**src/rtl/fetch_sequencer.sv**
```systemverilog
// Program counter, instruction register and return stack for the DE0 MCU fetch path.
// GOTO/CALL/RETURN/RETFIE/RETLW resolve here with a one-bubble penalty.
module fetch_sequencer #(
    parameter int unsigned STACK_DEPTH  = 8,
    parameter logic [10:0] RESET_VECTOR = 11'h000
) (
    input  logic        clk,
    input  logic        reset,
    output logic [10:0] Rom_addr_out,
    input  logic [13:0] Rom_data_in,
    input  logic        stall,
    input  logic        skip,
    output logic [13:0] ir_out,
    output logic        ir_valid,
    output logic [3:0]  stack_depth,
    output logic        stack_overflow,
    output logic        stack_underflow
);

    localparam int unsigned PTR_W = (STACK_DEPTH > 1) ? $clog2(STACK_DEPTH) : 1;
    localparam int unsigned CNT_W = $clog2(STACK_DEPTH + 1);
    localparam logic [CNT_W-1:0] FULL = CNT_W'(STACK_DEPTH);

    typedef enum logic [1:0] {
        CF_NONE,
        CF_GOTO,
        CF_CALL,
        CF_RET
    } cf_e;

    logic [10:0]      pc_q, pc_d;
    logic [13:0]      ir_q, ir_d;
    logic             irv_q, irv_d;
    logic [PTR_W-1:0] wptr_q, wptr_d, rd_ptr;
    logic [CNT_W-1:0] depth_q, depth_d;
    logic             ovf_q, ovf_d;
    logic             unf_q, unf_d;
    logic             push;
    logic [10:0]      stack_q [STACK_DEPTH];
    cf_e              cf;

    always_comb begin
        cf = CF_NONE;
        if (irv_q) begin
            if (ir_q[13:11] == 3'b101) begin
                cf = CF_GOTO;
            end else if (ir_q[13:11] == 3'b100) begin
                cf = CF_CALL;
            end else if (ir_q == 14'h0008 || ir_q == 14'h0009 || ir_q[13:10] == 4'b1101) begin
                cf = CF_RET;
            end
        end
    end

    // Pops move the pointer even at depth 0, so underflow reads keep walking the ring.
    always_comb begin
        pc_d    = pc_q;
        ir_d    = ir_q;
        irv_d   = irv_q;
        wptr_d  = wptr_q;
        depth_d = depth_q;
        ovf_d   = ovf_q;
        unf_d   = unf_q;
        push    = 1'b0;
        rd_ptr  = wptr_q - PTR_W'(1);
        if (!stall) begin
            case (cf)
                CF_GOTO: begin
                    pc_d  = ir_q[10:0];
                    ir_d  = '0;
                    irv_d = 1'b0;
                end
                CF_CALL: begin
                    pc_d   = ir_q[10:0];
                    ir_d   = '0;
                    irv_d  = 1'b0;
                    push   = 1'b1;
                    wptr_d = wptr_q + PTR_W'(1);
                    if (depth_q == FULL) begin
                        ovf_d = 1'b1;
                    end else begin
                        depth_d = depth_q + CNT_W'(1);
                    end
                end
                CF_RET: begin
                    pc_d   = stack_q[rd_ptr];
                    ir_d   = '0;
                    irv_d  = 1'b0;
                    wptr_d = rd_ptr;
                    if (depth_q == '0) begin
                        unf_d = 1'b1;
                    end else begin
                        depth_d = depth_q - CNT_W'(1);
                    end
                end
                default: begin
                    pc_d  = pc_q + 11'd1;
                    ir_d  = Rom_data_in;
                    irv_d = !skip;
                end
            endcase
        end
    end

    always_ff @(posedge clk) begin
        if (reset) begin
            pc_q    <= RESET_VECTOR;
            ir_q    <= '0;
            irv_q   <= 1'b0;
            wptr_q  <= '0;
            depth_q <= '0;
            ovf_q   <= 1'b0;
            unf_q   <= 1'b0;
        end else begin
            pc_q    <= pc_d;
            ir_q    <= ir_d;
            irv_q   <= irv_d;
            wptr_q  <= wptr_d;
            depth_q <= depth_d;
            ovf_q   <= ovf_d;
            unf_q   <= unf_d;
        end
    end

    always_ff @(posedge clk) begin
        if (reset) begin
            for (int unsigned i = 0; i < STACK_DEPTH; i++) begin
                stack_q[i] <= '0;
            end
        end else if (push) begin
            stack_q[wptr_q] <= pc_q;
        end
    end

    assign Rom_addr_out    = pc_q;
    assign ir_out          = ir_q;
    assign ir_valid        = irv_q;
    assign stack_depth     = 4'(depth_q);
    assign stack_overflow  = ovf_q;
    assign stack_underflow = unf_q;

endmodule

```
**config.mk**
```make
export PLATFORM = sky130hd
export DESIGN_NAME = fetch_sequencer
export DESIGN_NICKNAME = d
export VERILOG_FILES = /design/src/rtl/fetch_sequencer.sv
export SDC_FILE = /design/constraint.sdc
export NUM_CORES = 1
export LEC_CHECK = 0
export ABC_AREA = 1
export CAP_MARGIN = 15
export CORE_ASPECT_RATIO = 1.4
export CORE_MARGIN = 2
export CORE_UTILIZATION = 55
export CTS_BUF_LIST = sky130_fd_sc_hd__clkbuf_4 sky130_fd_sc_hd__clkbuf_8
export CTS_CLUSTER_SIZE = 8
export DETAILED_ROUTE_END_ITERATION = 7
export GPL_TIMING_DRIVEN = 0
export PLACE_DENSITY = 0.84
export RECOVER_POWER = 50
export SKIP_LAST_GASP = 1
export SYNTH_ARGS = -nofsm -noshare
export SYNTH_HDL_FRONTEND = slang
export SYNTH_SLANG_ARGS = --single-unit
```
**constraint.sdc**
```tcl
create_clock -name clk -period 2.5 [get_ports clk]
set_input_delay 0.5 -clock clk [delete_from_list [all_inputs] [get_ports clk]]
set_output_delay 0.5 -clock clk [all_outputs]
set_load 0.02 [all_outputs]
```
==> results.yml <==
placed_design:
  pre_cts_ws_ps: -259
  hpwl_um: 11600
  place_area_sq_mm: 0.00669
  port_buffers: 47
  gp_congestion: 0.909
worst_setup_path:
  critPathRequiredTime_ps: 2640
  slowest_stage: "nor4_1"
  r2r-start: "ir_out[7]"
  critPathLaunchType: "flip-flop"
  worstSetupStartpoint: "ir_out[7]"
  slowest_delay_ps: 360
  endpoint_kind: "flip-flop"
  crit_type: "reg -> reg"
  worstPathArrival_ps: 2560
  worstPathMaxFanout: 11
  path_cells: "nor4_1 -> a21o_1 -> o211ai_1 -> inv_2 -> ha_4 -> nand3_4 -> nor2_4 -> nand2_2 -> buf_6 -> nand2_4"
pwr:
  power_switching_mw: 1.12
  seqPwrFrac_pct: 50.5
  internal_power_mw: 3.48
  power_frac_comb_pct: 9.8
  irDropWorstVdd_uv: 349
  power_density_mw_per_mm2: 638
  clkPwrFrac_pct: 39.7
  power_switching_share_pct: 24.3
  power.leakage_nw: 2.78
cts:
  cts_tree: "yes"
  cts.sinks: 123
  clk-insertion-delay-late_ps: 450
  cts_buffers: 17
  cts_buffer_depth: 2
  cts_root_buf: "clkbuf_8"
  cts_hold_buf: 0
  htree_num_levels: 4
  clk_pin_slew_ps: 70
synthesis:
  synth_edf_count: 88
  netlist_instances: 687
  ys.flop_type: "edfxtp_1"
  mappedNetlistNets: 715
  netlist_top_cells_area: "edfxtp_1 44%, dfxtp_1 12%, nand2_1 8.9%, nor2_1 8.1%, nand3_1 6.7%"
  yosys_warnings: 0
  syn_avg_cell_area_sq_um: 8.79
  syn_area_sq_mm: 0.00604
  synth-seq-cells: 123
  synth_top_cell_by_area: "edfxtp_1"
  synth_top_area_share_pct: 43.7
  synth.distinct_cells: 33
  ys_seq_area_share_pct: 55.3
  synthArstFlopShare_pct: 0
die:
  initial_core_util_pct: 56.2
  coreArea_sq_mm: 0.0108
  rows: 45
  die_h_um: 128
  die_w_um: 92.6
  ios: 50
  die-area_sq_mm: 0.0118
layout:
  area_growth_pct: 19.3
  nets: 784
  design_area_sq_mm: 0.00721
  layout_common_cells: "136 x nand2_1, 131 x nor2_1, 88 x edfxtp_1"
  layout_commonest_cell: "nand2_1"
  diodes: 0
  drive_gt1_share_pct: 12.1
timing:
  setup_viol: 0
  finalClockSkew_ps: 9.83
  slew_violations: 0
  whs_ps: 369
  fin_setup_tns_ps: 0
  setup_slack_ps: 78.3
  layout_min_cycle_time_ps: 2420
  finalCritPeriodShare_pct: 96.9
  fmax_ghz: 0.413
  final-hold-violation-count: 0
  slew-limit-headroom_pct: 52.0
  worstMarginPinSlew_ps: 719
  rsz0062_at_grt: "true"
global_routing:
  grt_max_degree: 17
  gr-total-overflow: 0
  first_global_vias: 4936
  antenna_found_initial: 0
  grt_pass1_wl_um: 25100
  grt_usage_pct: 28.3
route:
  routedWlPerCell_um: 18.0
  via_per_inst: 5.79
  dr.pass1.iters: 6
  wl_um: 16300
  final_antenna_net_count: 0
  vias: 5248
  drtIter0Drc: 577
  drc_errors: 0
hold_path:
  hold_path_startpoint: "reset"
  hold_path.class: "in -> reg"
run:
  cap_violations: 0
run_status:
  run_status: "finished clean"
-- flip-flops by register name, summed over array words and instances (netlist names) --
register         count
stack_q             88
ir_out              14
Rom_addr_out        11
stack_depth          4
wptr_q               3
ir_valid             1
stack_overflow       1
stack_underflow      1
-- metrics by stage --
stage | cells | util, % | total power, mW
final | 907 | 67.0 | 4.60
after global routing | 907 | 67.0 | 4.73
after CTS | 904 | 66.4 | 4.58
after detailed placement | 875 | 62.2 | 2.79
after global placement | 875 | 62.2 | 2.77
after floorplan | 687 | - | 2.60
-- layer usage --
| layer | vias to the layer above | global-route usage [%] | part of all wire (%) |
|---|---|---|---|
| met5 | - | 0 | 0 |
| met4 | 0 | 18.3 | 5.9 |
| met3 | 73 | 6.17 | 7.4 |
| met2 | 283 | 48.1 | 51 |
| met1 | 2471 | 32.0 | 36 |
| li1 | 2421 | - | - |
-- synth_stat cells, types with 8 or more instances --
cell type / number
edfxtp_1: 88
nand2_1: 144
o21ai_0: 32
buf_6: 15
clkbuf_1: 10
dfxtp_1: 35
nand2_2: 9
nand3_1: 81
ha_1: 9
a21oi_1: 43
inv_1: 32
buf_2: 9
clkinv_1: 8
nor2_1: 131
-- worst paths after layout --
path,end,slack [ps],depth (start not counted)
max,stack_q[3][4],80,10
min,wptr_q[2],370,2
min reg2reg,stack_overflow,480,2
max reg2reg,stack_q[3][4],80,10
-- worst max-delay path: cells and delay by family, from the launching register on --
family                   cells  cell delay, ps
adder cells (fa/ha/maj)      1             170
flip-flops                   1             340
AO/OA/AOI/OAI                2             360
buffers and inverters        2             310
AND/OR/NAND/NOR              5             940
-- cell type report --
cell class	count	area, sq um
clock buffers	18	241
clock inverters	11	154
repair buffers	50	500
well taps	141	176
flip-flops and latches	123	3340
inverters	46	173
multi-input cells	479	2330
plain buffers	39	289
fillers	809	3550
-- logic make-up (layout without fill, tap and decap cells) --
| family | Yosys count | after routing | synth area share, % |
|---|---|---|---|
| and+or+nand+nor | 375 | 375 | 26.1 |
| DFF | 123 | 123 | 55.3 |
| AOI/OAI and AO/OA | 88 | 88 | 7.91 |
| buffers and inverters | 85 | 164 | 7.58 |
| adders and majority gates | 10 | 10 | 2.20 |
| xor gates and xnor gates | 6 | 6 | 0.870 |
-- power by group through the flow --
stage,clock network [mW],registers [mW],logic (mW)
floorplan,0,2.38,0.215
global placement,0,2.36,0.418
detailed placement,0,2.36,0.427
CTS,1.82,2.32,0.438
global route,1.92,2.33,0.486
finish,1.83,2.32,0.452
-- repair_timing --
item,4_1_cts,5_1_grt
pin swaps,0,1
endpoints found under the setup margin,98,101
cloned,0,0
endpoints found under the hold margin,0,0
buffers inserted,0,2
gates resized for setup,17,9
No activity file was read; power rests on OpenSTA's default activity.
